$ cat config.mk
export PLATFORM = sky130hd
export DESIGN_NAME = bf16_div
export DESIGN_NICKNAME = d
export VERILOG_FILES = /design/src/rtl/bf16_pkg.sv /design/src/rtl/bf16_class.sv /design/src/rtl/bf16_div.sv
export SDC_FILE = /design/constraint.sdc
export NUM_CORES = 1
export LEC_CHECK = 0
export ABC_AREA = 1
export BUFFER_PORTS_ARGS = -buffer_cell sky130_fd_sc_hd__buf_2
export CAP_MARGIN = 5
export CORE_MARGIN = 3
export CORE_UTILIZATION = 45
export DETAILED_ROUTE_END_ITERATION = 10
export PLACE_DENSITY = 0.65
export SKIP_LAST_GASP = 1
export SYNTH_ARGS = -nofsm -noshare
export SYNTH_HDL_FRONTEND = slang
export SYNTH_SLANG_ARGS = --single-unit
$ cat constraint.sdc
create_clock -name i_clk -period 4.45 [get_ports i_clk]
set_clock_uncertainty 0.05 [all_clocks]
set_input_delay 0.445 -clock i_clk [delete_from_list [all_inputs] [get_ports i_clk]]
set_output_delay 0.445 -clock i_clk [all_outputs]
set_load 0.1 [all_outputs]
$ cat src/rtl/bf16_pkg.sv
// Shared bfloat16 definitions for the KAN datapath arithmetic blocks.
// Flag bit positions, bias, special encodings and the divider state type.
package bf16_pkg;

    localparam int FLAG_NAN  = 3;
    localparam int FLAG_ZERO = 2;
    localparam int FLAG_INF  = 1;
    localparam int FLAG_NORM = 0;

    localparam int BIAS = 127;

    localparam logic [14:0] QNAN_MAG = 15'h7FFF;
    localparam logic [14:0] INF_MAG  = 15'h7F80;
    localparam logic [14:0] ZERO_MAG = 15'h0000;

    typedef enum logic [1:0] {
        IDLE = 2'd0,
        DIV  = 2'd1,
        NORM = 2'd2,
        DONE = 2'd3
    } state_t;

endpackage

$ cat src/rtl/bf16_class.sv
// Splits a bfloat16 word into sign, exponent and significand with hidden bit.
// It also produces a one-hot class flag. Subnormals are reported as ZERO.
module bf16_class
    import bf16_pkg::*;
#(
    parameter int EXP_WIDTH  = 8,
    parameter int SIG_WIDTH  = 7,
    parameter int FLAG_WIDTH = 4
) (
    input  logic [EXP_WIDTH+SIG_WIDTH:0] data,
    output logic                         sign,
    output logic [EXP_WIDTH-1:0]         exp,
    output logic [SIG_WIDTH:0]           sig,
    output logic [FLAG_WIDTH-1:0]        flag
);

    logic [SIG_WIDTH-1:0] mant;
    logic                 exp_max;
    logic                 exp_min;

    assign sign    = data[EXP_WIDTH+SIG_WIDTH];
    assign exp     = data[EXP_WIDTH+SIG_WIDTH-1:SIG_WIDTH];
    assign mant    = data[SIG_WIDTH-1:0];
    assign sig     = {1'b1, mant};
    assign exp_max = &exp;
    assign exp_min = ~|exp;

    always_comb begin
        flag = '0;
        if (exp_max && (mant != '0)) begin
            flag[FLAG_NAN] = 1'b1;
        end else if (exp_max) begin
            flag[FLAG_INF] = 1'b1;
        end else if (exp_min) begin
            flag[FLAG_ZERO] = 1'b1;
        end else begin
            flag[FLAG_NORM] = 1'b1;
        end
    end

endmodule

$ cat src/rtl/bf16_div.sv
// Sequential bfloat16 divider: restoring radix-2 significand loop, one bit per cycle.
// Special operands resolve at the accept edge; normal operands take 9 DIV cycles plus NORM.
//
//   state | meaning
//   ------+--------------------------------------------------------------
//   IDLE  | ready for operands; specials go straight to DONE
//   DIV   | one restoring quotient bit per cycle, counter 8 down to 0
//   NORM  | normalise quotient, compute exponent, detect over/underflow
//   DONE  | result valid and held until the consumer takes it
module bf16_div
    import bf16_pkg::*;
#(
    parameter int EXP_WIDTH  = 8,
    parameter int SIG_WIDTH  = 7,
    parameter int FLAG_WIDTH = 4
) (
    input  logic                         i_clk,
    input  logic                         i_rst,
    input  logic                         i_valid,
    output logic                         o_ready,
    input  logic [EXP_WIDTH+SIG_WIDTH:0] i_data_a,
    input  logic [EXP_WIDTH+SIG_WIDTH:0] i_data_b,
    output logic                         o_valid,
    input  logic                         i_ready,
    output logic [EXP_WIDTH+SIG_WIDTH:0] o_data,
    output logic [FLAG_WIDTH-1:0]        o_flag
);

    localparam int DW = EXP_WIDTH + SIG_WIDTH + 1;
    localparam int RW = SIG_WIDTH + 3;
    localparam int QW = SIG_WIDTH + 2;
    localparam int EW = EXP_WIDTH + 2;

    localparam logic signed [EW-1:0] BIAS_HI  = EW'(BIAS);
    localparam logic signed [EW-1:0] BIAS_LO  = EW'(BIAS - 1);
    localparam logic signed [EW-1:0] EXP_OVF  = EW'((1 << EXP_WIDTH) - 1);
    localparam logic [3:0]           CNT_INIT = 4'(SIG_WIDTH + 1);

    state_t state, next_state;

    logic [DW-1:0]         a_q, b_q;
    logic                  sign_q;
    logic [RW-1:0]         rem;
    logic [QW-1:0]         quo;
    logic [3:0]            cnt;

    logic [DW-1:0]         op_a, op_b;
    logic                  sign_a, sign_b;
    logic [EXP_WIDTH-1:0]  exp_a, exp_b;
    logic [SIG_WIDTH:0]    sig_a, sig_b;
    logic [FLAG_WIDTH-1:0] flag_a, flag_b;

    logic                  accept;
    logic                  normal;
    logic                  sign_in;
    logic [DW-1:0]         spec_data;
    logic [FLAG_WIDTH-1:0] spec_flag;

    logic [RW-1:0]         divisor;
    logic                  q_bit;
    logic [RW-1:0]         rem_diff;
    logic [RW-1:0]         rem_next;

    logic signed [EW-1:0]  exp_calc;
    logic [SIG_WIDTH-1:0]  norm_man;
    logic [DW-1:0]         norm_data;
    logic [FLAG_WIDTH-1:0] norm_flag;

    // Classifiers look at the live inputs while idle so specials are known at accept.
    assign op_a = (state == IDLE) ? i_data_a : a_q;
    assign op_b = (state == IDLE) ? i_data_b : b_q;

    bf16_class #(
        .EXP_WIDTH  (EXP_WIDTH),
        .SIG_WIDTH  (SIG_WIDTH),
        .FLAG_WIDTH (FLAG_WIDTH)
    ) u_class_a (
        .data (op_a),
        .sign (sign_a),
        .exp  (exp_a),
        .sig  (sig_a),
        .flag (flag_a)
    );

    bf16_class #(
        .EXP_WIDTH  (EXP_WIDTH),
        .SIG_WIDTH  (SIG_WIDTH),
        .FLAG_WIDTH (FLAG_WIDTH)
    ) u_class_b (
        .data (op_b),
        .sign (sign_b),
        .exp  (exp_b),
        .sig  (sig_b),
        .flag (flag_b)
    );

    assign o_ready = (state == IDLE);
    assign o_valid = (state == DONE);
    assign accept  = o_ready && i_valid;
    assign normal  = flag_a[FLAG_NORM] && flag_b[FLAG_NORM];
    assign sign_in = sign_a ^ sign_b;

    always_comb begin
        spec_data = '0;
        spec_flag = '0;
        if (flag_a[FLAG_NAN] || flag_b[FLAG_NAN] ||
            (flag_a[FLAG_ZERO] && flag_b[FLAG_ZERO]) ||
            (flag_a[FLAG_INF] && flag_b[FLAG_INF])) begin
            spec_data           = {sign_in, QNAN_MAG};
            spec_flag[FLAG_NAN] = 1'b1;
        end else if (flag_a[FLAG_INF] || flag_b[FLAG_ZERO]) begin
            spec_data           = {sign_in, INF_MAG};
            spec_flag[FLAG_INF] = 1'b1;
        end else begin
            spec_data            = {sign_in, ZERO_MAG};
            spec_flag[FLAG_ZERO] = 1'b1;
        end
    end

    assign divisor  = {2'b00, sig_b};
    assign q_bit    = (rem >= divisor);
    assign rem_diff = q_bit ? (rem - divisor) : rem;
    assign rem_next = rem_diff << 1;

    // Quotient lies in (0.5, 2): bit 8 set means it is already in [1, 2).
    assign exp_calc = $signed({2'b00, exp_a}) - $signed({2'b00, exp_b})
                    + (quo[QW-1] ? BIAS_HI : BIAS_LO);
    assign norm_man = quo[QW-1] ? quo[QW-2:1] : quo[QW-3:0];

    always_comb begin
        norm_data = '0;
        norm_flag = '0;
        if (exp_calc >= EXP_OVF) begin
            norm_data           = {sign_q, INF_MAG};
            norm_flag[FLAG_INF] = 1'b1;
        end else if (exp_calc <= 0) begin
            norm_data            = {sign_q, ZERO_MAG};
            norm_flag[FLAG_ZERO] = 1'b1;
        end else begin
            norm_data            = {sign_q, exp_calc[EXP_WIDTH-1:0], norm_man};
            norm_flag[FLAG_NORM] = 1'b1;
        end
    end

    always_ff @(posedge i_clk) begin
        if (i_rst) begin
            state <= IDLE;
        end else begin
            state <= next_state;
        end
    end

    always_comb begin
        next_state = state;
        case (state)
            IDLE: begin
                if (i_valid) begin
                    next_state = normal ? DIV : DONE;
                end
            end
            DIV: begin
                if (cnt == 4'd0) begin
                    next_state = NORM;
                end
            end
            NORM: next_state = DONE;
            DONE: begin
                if (i_ready) begin
                    next_state = IDLE;
                end
            end
            default: next_state = IDLE;
        endcase
    end

    always_ff @(posedge i_clk) begin
        if (i_rst) begin
            a_q    <= '0;
            b_q    <= '0;
            sign_q <= 1'b0;
            rem    <= '0;
            quo    <= '0;
            cnt    <= '0;
            o_data <= '0;
            o_flag <= '0;
        end else begin
            case (state)
                IDLE: begin
                    if (accept) begin
                        a_q    <= i_data_a;
                        b_q    <= i_data_b;
                        sign_q <= sign_in;
                        rem    <= {2'b00, sig_a};
                        quo    <= '0;
                        cnt    <= CNT_INIT;
                        if (!normal) begin
                            o_data <= spec_data;
                            o_flag <= spec_flag;
                        end
                    end
                end
                DIV: begin
                    quo <= {quo[QW-2:0], q_bit};
                    rem <= rem_next;
                    cnt <= cnt - 4'd1;
                end
                NORM: begin
                    o_data <= norm_data;
                    o_flag <= norm_flag;
                end
                default: begin
                end
            endcase
        end
    end

endmodule

* Yosys cells after proc, flatten, opt, wreduce, memory -nomap -nowiden *
Cells that the tools add are included.

operators by class
  reductions and logical operators = 24
  eq/ne operators = 8
  magnitude comparators = 3
  add/subtract/negate cells = 4
  bitwise gates (word level) = 1
  mux-type cells = 49

operators with widths
  kind                   number
  $mux W16               4
  $mux W15               4
  $pmux W16 S2           1
  $mux W1                21
  $pmux W10 S2           1
  $mux W9                2
  $pmux W9 S2            1
  $pmux W4 S2            2
  $reduce_and A8 Y1      2
  $reduce_or A8 Y1       2
  $reduce_bool A7 Y1     2
  $mux W4                3
  $add A9 B8 Y10         1
  $ge A10 B8 Y1          1
  $ge A10 B9 Y1 const B  1
  $le A10 B1 Y1 const B  1
  $mux W10               1
  $mux W2                5
  $sub A8 B8 Y9          1
  $sub A9 B8 Y9          1
  $pmux W2 S4            1
  $mux W7                1
  $logic_and A1 B1 Y1    6
  $mux W3                2
  other kinds (12)       22

storage, ports and cells
  logic and storage cells = 98
  register bits = 78
  output and inout port bits = 22
  input bits = 36

* Longest topological paths before layout *
  word-level depth = 13
  mapped depth = 28
  depth with buffers taken out = 26

* Cells and area by module *
Synthesis repeated with hierarchy kept, for this count alone.

second synthesis, totals
  cells, all modules = 818
  area, all modules = 5,236.3 um2

modules (own cells, without submodules)
  module      cells each  area an instance (um2)  seq. area each (um2)  instances
  bf16_div    714         4,713.3                 1,561.5               1
  bf16_class  52          261.5                   0.0                   2

* Worst setup path after synthesis *
No wires, ideal clock.

  path kind = reg-to-reg
  from = register state[0]
  to = register rem[8]
  period minus slack after synthesis = 3.795 ns
  required time = 4.329 ns
  cell stages (with the launch flop) = 19
  setup slack = 0.655 ns
  buffers on the path = 3
  library setup time = 0.071 ns
  arrival time = 3.675 ns
  cell sequence = dfxtp_1 inv_1 ha_1 buf_6 buf_2 buf_2 nand2_1 o21ai_0 ha_1 fa_1 o21ai_0 nand2_1 inv_1 nor2_1 clkinv_1 o21ai_0 xnor2_1 nand2_1 a21oi_1

on the way
  word-level cells in the longest chain between the ends = 5
  elaborated cells between the ends (all ways) = 11
  classes of those cells = add/sub (1); order compare (1); eq/ne (2); mux (3); reduce/logical (4)

ends and longest elaborated chain
  element                                         line                              source
  start, declared                                 bf16_div.sv:39                    state_t state, next_state;
  start signal, assigned                          bf16_div.sv:149                   state <= next_state;
  $logic_not A2 Y1 (*)                            bf16_div.sv:97                    assign o_ready = (state == IDLE);
  named net o_ready                               bf16_div.sv:20                    output logic o_ready,
  $mux W16                                        bf16_div.sv:71                    assign op_b = (state == IDLE) ? i_data_b : b_q;
  $sub A9 B8 Y9 or $ge A10 B8 Y1 (tied branches)  bf16_div.sv:122, bf16_div.sv:121
  $mux W9                                         bf16_div.sv:122                   assign rem_diff = q_bit ? (rem - divisor) : rem;
  $pmux W10 S2                                    bf16_div.sv:187                   case (state)
  end signal, assigned                            bf16_div.sv:193                   rem <= {2'b00, sig_a};
  end signal, assigned                            bf16_div.sv:204                   rem <= rem_next;
  end, declared                                   bf16_div.sv:43                    logic [RW-1:0] rem;

The timed path passes the listed nets; every way through them passes the cells marked *.
A chain may end at the register's enable or synchronous reset.

* Worst setup path after layout *
  from = register state[0]
  to = register rem[5]

on the way
  word-level cells in the longest chain between the ends = 5
  elaborated cells between the ends (all ways) = 13
  classes of those cells = add/sub (1); order compare (1); eq/ne (2); mux (5); reduce/logical (4)

ends and longest elaborated chain
  element                                         line
  $logic_not A2 Y1                                -
  $mux W16                                        bf16_div.sv:71
  $sub A9 B8 Y9 or $ge A10 B8 Y1 (tied branches)  bf16_div.sv:122, bf16_div.sv:121
  $mux W9                                         bf16_div.sv:122
  $pmux W10 S2                                    bf16_div.sv:187

Several ways; a longest one is shown, not always the timed one. The select of a mux whose other input is x is not followed.

==> results.ini <==
[final_layout]
layout_common_cells = 214 x nand2_1, 92 x inv_1, 78 x dfxtp_1
diodes = 0
layout_commonest_cell = nand2_1
nNetsFinal = 885
area_growth_pct = 11.5
nFillCells = 1081
drive_above_1_share = 0.165

[yosys]
async_flop_share = 0
syn_area_um2 = 5030
synth_cell_types = 43
yosysWarnings = 0
synth.avg_cell_area_um2 = 6.42
synth-seq-cells = 78
synthFlopType = dfxtp_1
synth_edf_count = 0
yosysSeqAreaShare = 0.310
syn-num-nets = 839
netlist_instances = 784

[worst_setup_path]
criticalPathCategory = reg -> reg
crit_fanout = 43
cp.required_ns = 4.68
critPathLaunch = state[0]
reg2reg_to = rem[5]
r2r_start = state[0]
cp_data_arrival_time_ns = 4.10
endpoint = rem[5]
cpMostUsedCell = o21ai_0
r2r_slack_ns = 0.58
rr_worst_depth = 14
cpMaxStageDelayCell = ha_2
cp-start-kind = register
critical-path-max-stage-delay_ns = 0.45
path_cells = inv_1 -> ha_2 -> inv_6 -> o21ai_0 -> ha_1 -> a21oi_1 -> o21ai_0 -> nand2_1 -> inv_1 -> nor2_1 -> clkinv_1 -> o21ai_0 -> a21oi_1 -> o21a_1
worstSetupEndpointType = register

[timing]
relSlewSlack = 0.260
finalMaxSlewViolations = 0
final.period_utilization = 0.870
max_freq_mhz = 258
worst_pin_slew_ns = 1.11
finalCriticalPeriod_ns = 3.87
setup_viol = 0
setup-tns-final_ns = 0
rsz0062_at_grt = no
report.final.hold_viol_count = 0

[floorplanning]
io_pins = 58
coreArea_um2 = 10600
die_w_um = 112
die_h_um = 112
die_area_um2 = 12500
start_util = 0.475
rows = 37

[global_routing]
grt_max_degree = 44
grt_pass1_vias = 4675
grt_use_total = 0.206
grt_pass1_wl_um = 21400
grt_remaining_overflow = 0
antenna_found_initial = 0

[clocking]
cts.clk_slew.worst_paths_ns = 0.09
h-tree-depth = 3
cts_made_buffers = 9
clk_latency_ns = 0.38
cts_tree = built
clock_path_buffers = 2
cts.sinks = 78
cts_resized = 0
cts_setup_buffers = 0
cts-root-buf = clkbuf_8
hold_buffers = 0

[route]
vias_per_cell = 5.12
drt_iter0_drc = 239
drtAntennaViolNets = 0
totalWireLength_um = 12600
drt-wirelength-per-cell_um = 13.0
dr.pass1.iters = 5
vias = 4976
drcViolationCount = 0

[power]
irDropWorstVdd_mv = 0.499
power_density_nw_per_um2 = 873
p_leak_nw = 2.65
power_w = 0.00490

[status]
outcome = completed

[worst_hold_path]
min-delay-path-class = in -> reg

[flow_run]
maxCapViolations = 0

[place]
gp_congestion = 0.919
hpwl_um = 9250
portBuffers = 57

-- sequential cells by signal, summed over array words and instances, names as in the netlist --
register  flops
a_q          16
b_q          16
cnt           4
o_data       16
o_flag        4
quo           9
rem          10
sign_q        1
state         2
-- routing by layer --
metal | track usage | wire [µm] | vias to the layer above
met5 | 0 | 0 | -
met4 | 0.0762 | 261 | 0
met3 | 0.0386 | 421 | 20
met2 | 0.354 | 6050 | 86
met1 | 0.255 | 5840 | 2255
li1 | - | - | 2615
-- cell families after synthesis --
group | after synthesis | synth area share
AOI/OAI and AO/OA | 171 | 0.185
and+or+nand+nor | 377 | 0.330
buffers and inverters | 128 | 0.105
adders and majority gates | 19 | 0.0487
muxes | 4 | 0.00820
DFF | 78 | 0.310
xor gates and xnor gates | 7 | 0.0122
-- metrics by stage --
stage / instances / setup slack [ns] / hold WS (ns) / util / cell area (µm²)
global route: 971 / 0.295 / 0.267 / 0.529 / 5610
finish: 971 / 0.577 / 0.276 / 0.529 / 5610
global placement: 955 / 0.798 / 0.384 / 0.508 / 5390
CTS: 971 / 0.643 / 0.255 / 0.529 / 5610
detailed placement: 955 / 0.676 / 0.392 / 0.508 / 5390
floorplan: 784 / 0.655 / 0.374 / - / 5030
-- synth_stat cells, types with 2 or more instances --
library cell / n / share of area
xor2_1: 2 / 0.0035
nand2_2: 27 / 0.034
nand4_1: 7 / 0.0087
nor2_2: 3 / 0.0037
nand2_1: 214 / 0.16
o22ai_1: 6 / 0.0075
clkinv_1: 2 / 0.0015
nand3_1: 33 / 0.033
nand2_4: 2 / 0.0045
o21a_1: 6 / 0.0089
inv_2: 5 / 0.0037
o21ai_0: 63 / 0.063
or2_2: 6 / 0.0075
ha_1: 18 / 0.045
nor2_4: 4 / 0.0089
nor3_1: 3 / 0.0030
o21ai_1: 11 / 0.011
a211oi_1: 5 / 0.0075
a21oi_2: 2 / 0.0035
nor4_1: 6 / 0.0075
dfxtp_1: 78 / 0.31
a31oi_1: 2 / 0.0025
buf_6: 5 / 0.011
nor2_1: 66 / 0.049
clkbuf_1: 18 / 0.013
inv_1: 92 / 0.069
nand3_2: 5 / 0.0099
buf_2: 4 / 0.0040
xnor2_1: 5 / 0.0087
mux2i_1: 3 / 0.0060
o211ai_1: 2 / 0.0030
a21oi_1: 68 / 0.068
-- how the worst min path moves through the flow --
stage	from	to	slack (ns)	cells after the start
final	i_data_a[9]	a_q[9]	0.28	3
after global routing	i_data_b[10]	b_q[10]	0.27	3
after CTS	i_data_a[9]	a_q[9]	0.26	3
after detailed placement	b_q[2]	b_q[2]	0.39	2
after global placement	a_q[15]	a_q[15]	0.38	2
after floorplan	a_q[15]	a_q[15]	0.37	2
-- worst max-delay path, delay by kind of cell, from the launching register on --
kind,cells,cell delay (ns)
compound gates,6,1.24
buf+inv,4,0.76
simple gates,2,0.56
flops,1,0.35
fa+ha+maj,2,0.80
-- area by class of cell --
cell class              count  area [µm²]  area share
repair buffers             63         330      0.0589
multi-input cells         578        2950       0.525
flip-flops and latches     78        1560       0.278
clock buffers              10         138      0.0245
clock inverters             6        85.1      0.0152
inverters                 100         380      0.0678
well taps                 136         170      0.0303
-- where the power goes --
part | internal, W | total [W] | leakage [nW] | switching (W)
sequential | 0.000876 | 0.000977 | 0.639 | 0.000101
combinational | 0.000987 | 0.00331 | 1.90 | 0.00232
clock | 0.000329 | 0.000611 | 0.108 | 0.000282
No activity file was read; power rests on OpenSTA's default activity.
